--- src/rtl/tx_pkg.sv ---
// Shared constants for the TX frame scheduler: FSM encodings, default
// quantum/timeout values and the quantum normalisation helper.
package tx_pkg;

  // Scheduler FSM encodings (kept as plain constants for legacy tools)
  localparam logic [2:0] ST_IDLE  = 3'd0;
  localparam logic [2:0] ST_ARB   = 3'd1;
  localparam logic [2:0] ST_ISSUE = 3'd2;
  localparam logic [2:0] ST_WAIT  = 3'd3;
  localparam logic [2:0] ST_GAP   = 3'd4;

  // Defaults for the frames-per-turn quantum and the per-frame watchdog
  localparam logic [3:0] DEF_QUANTUM = 4'd1;
  localparam int         DEF_TMO     = 4096;

  // A programmed quantum of zero would starve the queue; serve one frame
  function automatic logic [3:0] eff_quantum(input logic [3:0] q);
    return (q == 4'd0) ? DEF_QUANTUM : q;
  endfunction

endpackage

--- src/rtl/rr_pick.sv ---
// Rotate-priority picker: returns the first set request bit searching
// upward from last_idx+1 (mod N). Purely combinational so both the TX
// scheduler and the RX side can share it.
module rr_pick #(
  parameter int N = 4,
  parameter int W = (N > 1) ? $clog2(N) : 1
) (
  input  logic [N-1:0] req,
  input  logic [W-1:0] last_idx,
  output logic [N-1:0] onehot,
  output logic [W-1:0] idx
);

  logic [W-1:0] cand;
  logic         found;

  // Walk N candidates starting just after the previous winner
  always_comb begin
    onehot = '0;
    idx    = '0;
    found  = 1'b0;
    cand   = '0;
    for (int i = 1; i <= N; i++) begin
      cand = W'((int'(last_idx) + i) % N);
      if (!found && req[cand]) begin
        onehot[cand] = 1'b1;
        idx          = cand;
        found        = 1'b1;
      end
    end
  end

endmodule

--- src/rtl/tx_frame_scheduler.sv ---
// TX frame scheduler: arbitrates NQ transmit ring engines onto one MAC TX
// port. Queues with committed data are served round-robin with a
// per-queue burst quantum; a watchdog recovers from engines that never
// finish a frame.
module tx_frame_scheduler
  import tx_pkg::*;
#(
  parameter int NQ  = 4,
  parameter int AW  = 10,
  parameter int TMO = DEF_TMO
) (
  input  logic                    clk,
  input  logic                    reset,
  input  logic [NQ*AW-1:0]        q_wr_ptr,
  input  logic [NQ*AW-1:0]        q_rd_ptr,
  input  logic [NQ-1:0]           q_enable,
  input  logic [NQ*4-1:0]         q_quantum,
  output logic [NQ-1:0]           grant,
  output logic                    start,
  input  logic                    frame_done,
  output logic [$clog2(NQ)-1:0]   cur_q,
  output logic                    busy,
  output logic                    tmo_err,
  input  logic                    tmo_clr,
  output logic [31:0]             frames_sent
);

  localparam int QW  = $clog2(NQ);
  localparam int WDW = (TMO > 1) ? $clog2(TMO) : 1;
  localparam logic [WDW-1:0] WD_LAST = WDW'(TMO - 1);

  logic [2:0]     state;
  logic [NQ-1:0]  req;
  logic [NQ-1:0]  req_nxt;
  logic [3:0]     burst_cnt;
  logic [WDW-1:0] wd_cnt;
  logic           gap_cnt;
  logic [QW-1:0]  last_q;
  logic [NQ-1:0]  pick_oh;
  logic [QW-1:0]  pick_idx;
  logic [3:0]     cur_quantum;

  // A queue requests when enabled and its ring holds at least one qword
  // (pointer difference taken modulo the ring size, so wrap is handled)
  always_comb begin
    req_nxt = '0;
    for (int q = 0; q < NQ; q++) begin
      req_nxt[q] = q_enable[q] &
                   ((q_wr_ptr[q*AW +: AW] - q_rd_ptr[q*AW +: AW]) != '0);
    end
  end

  // Register the request vector; the GAP state covers this one-cycle lag
  always_ff @(posedge clk or posedge reset) begin
    if (reset) begin
      req <= '0;
    end else begin
      req <= req_nxt;
    end
  end

  // Quantum of the currently granted queue
  always_comb begin
    cur_quantum = DEF_QUANTUM;
    for (int q = 0; q < NQ; q++) begin
      if (cur_q == QW'(q)) begin
        cur_quantum = q_quantum[q*4 +: 4];
      end
    end
  end

  rr_pick #(
    .N (NQ),
    .W (QW)
  ) u_pick (
    .req      (req),
    .last_idx (last_q),
    .onehot   (pick_oh),
    .idx      (pick_idx)
  );

  // Start is only ever high in ISSUE, where grant is already settled and
  // cannot change until the frame has finished
  assign start = (state == ST_ISSUE);
  assign busy  = |grant;

  // Scheduler FSM, grant/burst bookkeeping, watchdog and frame counter
  always_ff @(posedge clk or posedge reset) begin
    if (reset) begin
      state       <= ST_IDLE;
      grant       <= '0;
      cur_q       <= '0;
      tmo_err     <= 1'b0;
      frames_sent <= '0;
      burst_cnt   <= '0;
      wd_cnt      <= '0;
      gap_cnt     <= 1'b0;
      last_q      <= QW'(NQ - 1);
    end else begin
      // Clear first so a watchdog expiry later in this block wins
      if (tmo_clr) begin
        tmo_err <= 1'b0;
      end
      case (state)
        ST_IDLE: begin
          if (|req) begin
            state <= ST_ARB;
          end
        end
        ST_ARB: begin
          if (|req) begin
            grant     <= pick_oh;
            cur_q     <= pick_idx;
            burst_cnt <= 4'd1;
            state     <= ST_ISSUE;
          end else begin
            state <= ST_IDLE;
          end
        end
        ST_ISSUE: begin
          wd_cnt <= '0;
          state  <= ST_WAIT;
        end
        ST_WAIT: begin
          if (frame_done) begin
            frames_sent <= frames_sent + 32'd1;
            gap_cnt     <= 1'b0;
            state       <= ST_GAP;
          end else if (wd_cnt == WD_LAST) begin
            // Engine hung: abandon the frame and move on past this queue
            tmo_err <= 1'b1;
            grant   <= '0;
            last_q  <= cur_q;
            state   <= ST_IDLE;
          end else begin
            wd_cnt <= wd_cnt + 1'b1;
          end
        end
        ST_GAP: begin
          if (gap_cnt == 1'b0) begin
            gap_cnt <= 1'b1;
          end else if (req[cur_q] && (burst_cnt < eff_quantum(cur_quantum))) begin
            burst_cnt <= burst_cnt + 4'd1;
            state     <= ST_ISSUE;
          end else begin
            last_q <= cur_q;
            grant  <= '0;
            state  <= ST_ARB;
          end
        end
        default: begin
          grant <= '0;
          state <= ST_IDLE;
        end
      endcase
    end
  end

endmodule

--- config.mk ---
export PLATFORM = sky130hd
export DESIGN_NAME = tx_frame_scheduler
export DESIGN_NICKNAME = d
export VERILOG_FILES = /design/src/rtl/tx_pkg.sv /design/src/rtl/rr_pick.sv /design/src/rtl/tx_frame_scheduler.sv
export SDC_FILE = /design/constraint.sdc
export NUM_CORES = 1
export LEC_CHECK = 0
export ABC_AREA = 1
export CORE_MARGIN = 2
export CORE_UTILIZATION = 24
export DETAILED_ROUTE_END_ITERATION = 10
export MAX_ROUTING_LAYER = met4
export PLACE_DENSITY = 0.55
export SYNTH_ARGS = -nofsm -noshare
export SYNTH_HDL_FRONTEND = slang
export SYNTH_SLANG_ARGS = --single-unit
--- constraint.sdc ---
create_clock -name clk -period 2.29 [get_ports clk]
set_input_delay 0.458 -clock clk [delete_from_list [all_inputs] [get_ports clk]]
set_output_delay 0.458 -clock clk [all_outputs]
set_load 0.005 [all_outputs]
Yosys cells after proc, flatten, opt, wreduce, memory -nomap -nowiden
Cells that the tools add are included.

Bits in registers: 65. Bits of input ports: 104. Output and inout bits: 41. Logic and storage cells: 154.

Add/sub/neg operators: 11. $lt $le $gt $ge: 10. Eq/ne operators: 18. Muxes and demuxes: 65. Bitwise logic cells: 8. Reductions and logical operators: 32.

Operator list (number): 4-bit 2-to-1 mux (17); 10-bit nonzero test (4); 10-bit subtractor (4); 32-bit by 1-bit adder with 32-bit output (second input constant) (1); 12-bit 2-to-1 mux (2); 12-bit case mux with 2 select lines (1); 2-bit 2-to-1 mux (10); 2-bit inequality test (second input constant) (9); 1-bit 2-to-1 mux (17); 4-bit case mux with 4 select lines (1); 2-bit by 3-bit < comparator with 1-bit output (second input constant) (5); 3-bit case mux with 5 select lines (1); 12-bit by 1-bit adder with 12-bit output (second input constant) (1); 12-bit == test (second input constant) (1); 3-bit 2-to-1 mux (4); 4-bit OR (3); 1-bit binary-select mux with 2-bit select (5); 1-bit demux with 2-bit select (4); 2-bit by 1-bit >= comparator with 1-bit output (second input constant) (4); 1-bit logical AND (8); 4-bit case mux with 2 select lines (1); 4-bit OR reduction (2); 3-bit by 2-bit == test with 1-bit output (second input constant) (2); 2-bit AND reduction (3); 23 further kinds (34).

Logic depth before layout (Yosys ltp)
Gate-level depths: netlist of the first run.

Word-level depth: 15. Mapped depth: 17. Gate-level depth less buffers: 16.

By module
Synthesis of the first run repeated with hierarchy kept, for this count alone.

Cell total of the unflattened synthesis: 683. Area, all modules: 5305.1 um2.

Modules (own cells, without submodules): tx_frame_scheduler (instances 1, cells an instance 608, area an instance 4830.9 um2, sequential area each 1629.1 um2); rr_pick (instances 1, cells an instance 75, area an instance 474.2 um2, sequential area each 0.0 um2).

Worst setup path after synthesis of the first run
No wires, ideal clock.

Path type: register to register. From: register last_q[0]. To: register grant[0]. Library setup time: 0.120 ns. Data arrival time: 1.979 ns. Setup slack: 0.191 ns. Stages on the path, launching flop included: 14. Cells stage by stage: dfstp_2 buf_4 inv_1 ha_1 inv_1 nand2_1 nand2_1 inv_1 nand2_2 inv_1 a22oi_1 o21ai_0 o21ai_0 nand2_1.

Word-level cells in the longest chain between the ends: 15. Elaborated cells between the ends (all ways): 50.

Ends and longest elaborated chain: start: declaration (RTL line tx_frame_scheduler.sv:38) `logic [QW-1:0] last_q;`; start signal: assignment (RTL line tx_frame_scheduler.sv:98) `last_q <= QW'(NQ - 1);`; start signal: assignment (RTL line tx_frame_scheduler.sv:133) `last_q <= cur_q;`; start signal: assignment (RTL line tx_frame_scheduler.sv:146) `last_q <= cur_q;`; parallel branches: the longest is 12 deep, another holds 2-bit by 3-bit < comparator with 1-bit output; 4-bit 2-to-1 mux * (RTL line rr_pick.sv:25) `if (!found && req[cand]) begin`; 4-bit 2-to-1 mux * (RTL line tx_frame_scheduler.sv:111) `if (|req) begin`; 4-bit case mux with 4 select lines * (RTL line tx_frame_scheduler.sv:104) `case (state)`; end signal: assignment (RTL line tx_frame_scheduler.sv:112) `grant <= pick_oh;`; end: declaration (RTL line tx_frame_scheduler.sv:18) `output logic [NQ-1:0] grant,`.

Every way passes the cells marked *. The select of a mux whose other input is x is not followed. A chain may end at the register's enable or synchronous reset.

Worst setup path in the final report of the first run
From: register grant[3]. To: output busy.

Word-level cells in the longest chain between the ends: 1.

Ends and longest elaborated chain: 4-bit OR reduction (RTL line tx_frame_scheduler.sv:85) `assign busy = |grant;`; end: declaration (RTL line tx_frame_scheduler.sv:22) `output logic busy,`.

No other way between the ends.

==> summary.txt, run 1 <==
Min path
  • Hold Startpoint: frames_sent[31]
  • HP Class: reg2reg
  • Worst hold endpoint: frames_sent[31]
  • Hold depth: 1

Final layout
  • Fraction of layout cells with a size suffix above 1: 10.9%
  • Area of the multi-input gates: 3040 sq um
  • FF/Latch Area: approximately 1600 sq um
  • # nets final: 1005
  • # diodes: 0
  • Core Util, Final: 35.5%
  • Final instance area: 7450 sq um
  • Syn-to-layout area delta: 45.7%
  • Non-filler cells, final: between 1000 and 1500
  • Layout filler cell count: 2243

STA
  • TNS Setup: 0 ps
  • Setup Viol. Count Final: 0
  • Slew HR: 56.5%
  • Peak Freq: 455 MHz
  • Final Hold Violating Endpoints: 0
  • Hold_ws: 471 ps
  • Clock Skews: 6.59 ps
  • Min cycle time layout: approximately 2200 ps
  • Max-slew violation count: 0
  • Slew @ Worst Pin: 646 ps
  • Tcrit/Tclk final: 95.9%
  • Final WS setup: 92.9 ps

Global route
  • Congestion Overflow GR: 0
  • First-pass GRT wire length: 21400 um
  • Initial antenna violation count: 0
  • Gr usage total: 12.1%
  • Number of global-route vias before repair: 4625
  • Largest net degree at the start of global routing: 66

Floorplanning
  • Initial Utilization: 24.4%
  • Die footprint: 22500 sq um
  • IO Pins: 145
  • Height of the chip: roughly 150 um
  • Die width: 150 um
  • CORE AREA: ~21000 sq um
  • # rows: 53

Place
  • Placed instance area: 7150 sq um
  • Placed cell count: 1115
  • RePlAce Congestion: approximately 0.8
  • Pre-CTS WS: -237 ps
  • Post-DP HPWL: roughly 11000 um
  • Port bufs: 144

Synthesis
  • Synth Cell Area: 5110 sq um
  • Post-synthesis sequential area ratio: a little under a third
  • Syn nets: 818
  • Yosys warning count: 0
  • Synth Instances: 664
  • Syn avg cell area: 7.70 sq um
  • Yosys reg bits: 65
  • Synth cell types: 46

Detailed routing
  • Final WL: 12700 um
  • Via density: 4.20
  • First-pass DRT Iterations: 4
  • Vias: ~4700
  • 1st-iter DRT viols: 119
  • Remaining DRCs: 0
  • Average wire per cell in the routed design: 11.3 um
  • Antenna Violating Nets Remaining: 0

Clocking
  • CTS Sinks: 65
  • Post-CTS Hold Buffers: 0
  • TritonCTS Buffers: 9
  • CTS HTree Levels: 3
  • Clock Latency Late Sink: 330 ps
  • Clock-pin slew on the worst setup and hold paths: 50 ps
  • CTS Root Cell: clkbuf_16
  • Max clock buf depth: 2
  • CTS tree: built

Run status
  • Status: finished, final reports clean

Setup path
  • Worst Path Required: 1830 ps
  • Crit path DAT: 1740 ps
  • FF-to-FF End: grant[0]
  • Startpoint Class: flip-flop
  • Crit path kind: reg2out
  • Worst r2r src: last_q[0]
  • R2R cell count: 12
  • CP Capture Type: output port
  • Reg2Reg Setup Slack: between 200 and 250 ps
  • Crit Path Max Fanout: 3

Job
  • Max-Cap Viols: 0

Power and ir drop
  • Power Density: 696 nW/um^2
  • Total power: 5.19 mW
  • VDD IR max: 0.288 mV
  • P_leak: 3.62 nW
## where the power goes
part / total, mW / internal [mW] / switching (mW)
combinational: 2.42 / 1.13 / 1.29
sequential: 1.53 / 1.33 / 0.201
clock: 1.23 / 0.747 / 0.484
total: 5.19 / 3.21 / 1.97
## cells in the mapped netlist (all sizes together)
library cell | n | area, sq um
a21o | 6 | 45.0
o2111ai | 4 | 35.0
o22a | 1 | 8.76
dfstp | 2 | 52.6
xor2 | 35 | 307
a31oi | 2 | 12.5
nor4 | 4 | 31.3
o21a | 1 | 7.51
a22oi | 3 | 22.5
o211a | 1 | 10.0
buf | 3 | 20.0
nand4 | 11 | 75.1
dfrtp | 63 | 1580
a211oi | 2 | 15.0
nand3 | 46 | 260
o21bai | 7 | 52.6
xnor2 | 25 | 219
o221ai | 2 | 17.5
o21ai | 24 | 120
nand2 | 137 | 529
a21oi | 19 | 95.1
nor2 | 62 | 292
o211ai | 4 | 30.0
and3 | 1 | 11.3
inv | 120 | 453
nor3 | 17 | 106
nor3b | 1 | 7.51
o32ai | 1 | 8.76
or4 | 1 | 7.51
or2 | 7 | 43.8
ha | 50 | 626
o31ai | 2 | 15.0
## critical path, stage by stage, from the launching register on
cell	delay (ps)
dfrtp_1	390
or4_1	550
clkdlybuf4s50_1	460
## cell type report
class | count | area share (%)
multi-input combinational | 476 | 40.8
sequential | 65 | 21.9
clock inverter | 4 | 0.269
inverter | 120 | 6.08
tap | 275 | 4.62
timing repair buffer | 179 | 23.1
clock buffer | 11 | 3.26
## layout by cell type, fill, tap and decap left out, drive strengths merged, types with 6 or more instances in the layout
cell,netlist,routed
clkdlybuf4s50,0,144
nand2,137,137
inv,120,120
dfrtp,63,63
nor2,62,62
ha,50,50
nand3,46,46
xor2,35,35
buf,3,35
xnor2,25,25
o21ai,24,24
a21oi,19,19
nor3,17,17
nand4,11,11
clkbuf,0,11
or2,7,7
o21bai,7,7
a21o,6,6
## sequential cells by signal (all words and copies together) (netlist names)
name         flops
frames_sent     32
wd_cnt          12
burst_cnt        4
grant            4
req              4
state            3
cur_q            2
last_q           2
gap_cnt          1
tmo_err          1
## worst max-delay path by stage
stage / startpoint / end / slack (ps) / cells past startpoint
floorplan: last_q[0] / grant[0] / 190 / 13
global placement: q_rd_ptr[21] / req[2] / -230 / 14
detailed placement: q_rd_ptr[21] / req[2] / -240 / 14
CTS: grant[3] / busy / 30 / 2
global route: q_rd_ptr[24] / req[2] / -20 / 14
finish: grant[3] / busy / 90 / 2
## kinds of logic (layout without fill, tap and decap cells)
logic type | Yosys count | count (layout) | share of synthesized area (%)
adder cells (fa/ha/maj) | 50 | 50 | 12.2
buffers and inverters | 123 | 314 | 9.25
AND/OR/NAND/NOR | 287 | 287 | 26.7
XOR/XNOR | 60 | 60 | 10.3
AO/OA/AOI/OAI | 79 | 79 | 9.69
flip-flops | 65 | 65 | 31.9
## routing by layer
metal  track usage (%)  wire length, um  share of wire, %
met4              2.26               83              0.65
met5                 -                0                 0
met1              14.9             5900                46
met2              19.7             5930                47
met3              3.87              807               6.3
## timing repair
item,CTS,global route
setup endpoints to repair,0,12
buffers inserted,0,0
resized for setup,0,9
No activity file was read; power rests on OpenSTA's default activity.
==> run 2: changes to the inputs <==
--- a/config.mk
+++ b/config.mk
@@ -7,10 +7,11 @@
 export LEC_CHECK = 0
 export ABC_AREA = 1
 export CORE_MARGIN = 2
-export CORE_UTILIZATION = 24
+export CORE_UTILIZATION = 49
 export DETAILED_ROUTE_END_ITERATION = 10
+export GPL_TIMING_DRIVEN = 0
 export MAX_ROUTING_LAYER = met4
-export PLACE_DENSITY = 0.55
+export PLACE_DENSITY = 0.91
 export SYNTH_ARGS = -nofsm -noshare
 export SYNTH_HDL_FRONTEND = slang
 export SYNTH_SLANG_ARGS = --single-unit
==> constraint.sdc (replaced) <==
create_clock -name clk -period 2.5 [get_ports clk]
set_input_delay 0.5 -clock clk [delete_from_list [all_inputs] [get_ports clk]]
set_output_delay 0.5 -clock clk [all_outputs]
set_load 0.005 [all_outputs]
==> summary.txt, run 2 (synthesized netlist as in run 1, its figures left out) <==
Run status
  • Status: finished, final reports clean

Place
  • Pre-CTS WS: -95.5 ps
  • Port bufs: 144
  • Placed cell count: 945
  • RePlAce Congestion: 0.871
  • Post-DP HPWL: 9860 um

Clocking
  • CTS HTree Levels: 3
  • Max clock buf depth: 2
  • CTS Root Cell: clkbuf_8
  • Clock Latency Late Sink: 350 ps
  • Clock-pin slew on the worst setup and hold paths: 90 ps
  • TritonCTS Buffers: 9
  • CTS Sinks: 65
  • Post-CTS Hold Buffers: 0
  • CTS tree: built

Setup path
  • Worst Path Required: ~2700 ps
  • Worst r2r src: last_q[0]
  • Count of buffer and inverter cells on the critical path: 5
  • Startpoint Class: flip-flop
  • FF-to-FF End: grant[3]
  • Critical-path cell list: buf_6, clkinvlp_4, ha_4, inv_1, nand2_1, nand2_2, inv_1, nand2_2, inv_1, a22oi_1, o21ai_0, o21ai_1, nand2_1
  • Worst path max stage delay: 590 ps
  • Crit Path Max Fanout: 10
  • Reg2Reg Setup Slack: 160 ps
  • CP most frequent cell: inv_1
  • CP max stage cell: dfstp_2
  • Worst Setup SP: last_q[0]
  • CP Capture Type: flip-flop
  • Crit path DAT: around 2600 ps
  • Crit path kind: reg2reg
  • R2R cell count: 13
  • Crit-path leading delay family: flip-flops

Floorplanning
  • Die width: 106 um
  • Height of the chip: ~110 um
  • Initial Utilization: 50.0%
  • IO Pins: approximately 150
  • # rows: 37
  • Die footprint: 11300 sq um
  • CORE AREA: between 10000 and 15000 sq um

Min path
  • Hold depth: 1
  • Hold Startpoint: frames_sent[31]
  • Worst hold endpoint: frames_sent[31]
  • HP Class: reg2reg

STA
  • RSZ-0062 raised after global routing: true
  • Peak Freq: 426 MHz
  • Min cycle time layout: between 2000 and 2500 ps
  • TNS Setup: 0 ps
  • Slew @ Worst Pin: 662 ps
  • Max-slew violation count: 0
  • Setup Viol. Count Final: 0
  • Slew HR: approximately 56%
  • Final WS setup: 155 ps
  • Tcrit/Tclk final: 93.8%
  • Clock Skews: 14.2 ps
  • Final Hold Violating Endpoints: 0

Final layout
  • # nets final: 975
  • Syn-to-layout area delta: 36.6%
  • Layout filler cell count: ~780
  • Biggest register: frames_sent
  • Number of flip-flops in the largest register: 32
  • Non-filler cells, final: 962
  • Fraction of layout cells with a size suffix above 1: 7.51%
  • Commonest non-fill, non-tap cell in the layout: clkdlybuf4s50_1
  • Area of the multi-input gates: 3040 sq um
  • # diodes: 0
  • Top Registers: frames_sent x32, wd_cnt x12
  • FF/Latch Area: roughly 1600 sq um
  • Commonest non-fill, non-tap cells in the layout: clkdlybuf4s50_1, nand2_1, inv_1

Detailed routing
  • 1st-iter DRT viols: 201
  • Remaining DRCs: 0
  • Average wire per cell in the routed design: approximately 13 um
  • Via density: about 5.1
  • First-pass DRT Iterations: 5
  • Vias: 4907
  • Antenna Violating Nets Remaining: 0
  • Final WL: 12100 um

Job
  • Max-Cap Viols: 0

Power and ir drop
  • P_leak: approximately 3.4 nW
  • Power Density: 640 nW/um^2
  • VDD IR max: approximately 0.43 mV
  • Total power: 4.47 mW

Global route
  • Number of global-route vias before repair: 4794
  • Gr usage total: roughly 23%
  • First-pass GRT wire length: 20900 um
  • Initial antenna violation count: 0
  • Largest net degree at the start of global routing: 36
  • Congestion Overflow GR: 0
==> run 2: cell types whose count changed in the layout (fill, tap and decap cells not counted), moves of 3 or more <==
cell	delta
buf_4	-32
clkbuf_16	-9
clkbuf_8	+8
clkinv_2	-3
==> run 2: how the worst max path moves through the flow <==
| stage | endpoint | slack, ps | depth (start not counted) |
|---|---|---|---|
| 2_1_floorplan | burst_cnt[0] | 380 | 1 |
| 3_3_place_gp | wd_cnt[7] | -730 | 2 |
| 3_5_place_dp | req[2] | -100 | 14 |
| 4_1_cts | grant[3] | 60 | 13 |
| 5_1_grt | grant[3] | -80 | 13 |
| 6_report | grant[3] | 160 | 13 |
==> run 2: final cells by class <==
type	instances	share of cell area, %
plain buffers	3	0.340
clock buffers	9	1.77
clock inverters	7	1.11
inverters	120	6.54
multi-input cells	476	43.5
flip-flops and latches	65	23.3
well taps	136	2.44
repair buffers	146	21.0
==> run 2: what timing repair did <==
action,CTS,global route
resized for setup,0,7
setup buffers,0,1
setup endpoints to repair,0,8
==> run 2: report_power, final <==
| part | total, mW | internal, mW | switching, mW |
|---|---|---|---|
| sequential | 1.39 | 1.22 | 0.176 |
| combinational | 2.16 | 0.934 | 1.23 |
| clock | 0.919 | 0.469 | 0.450 |
| total | 4.47 | 2.62 | 1.85 |
==> run 2: worst reg2reg max path, delay by kind of cell, from the launching register on <==
kind / cells / cell delay [ps]
AOI/OAI and AO/OA: 3 / 410
adders and majority gates: 1 / 280
DFF: 1 / 590
and+or+nand+nor: 4 / 400
buffers and inverters: 5 / 570
==> run 2: stage by stage <==
| stage | hold WS [ps] | area (sq um) | utilization (%) |
|---|---|---|---|
| 5_1_grt | 493 | 6990 | 68.3 |
| 6_report | 467 | 6990 | 68.3 |
| 4_1_cts | 475 | 6950 | 67.9 |
| 2_1_floorplan | 443 | 5110 | - |
| 3_5_place_dp | 461 | 6740 | 65.9 |
| 3_3_place_gp | 455 | 6720 | 65.7 |
==> run 2: metal layers <==
metal | vias up | routed length [um] | GRT usage [%]
li1 | 2460 | - | -
met1 | 2263 | 4990 | 26.1
met2 | 154 | 6260 | 41.5
met3 | 30 | 541 | 4.66
met4 | 0 | 315 | 7.33
met5 | - | 0 | -
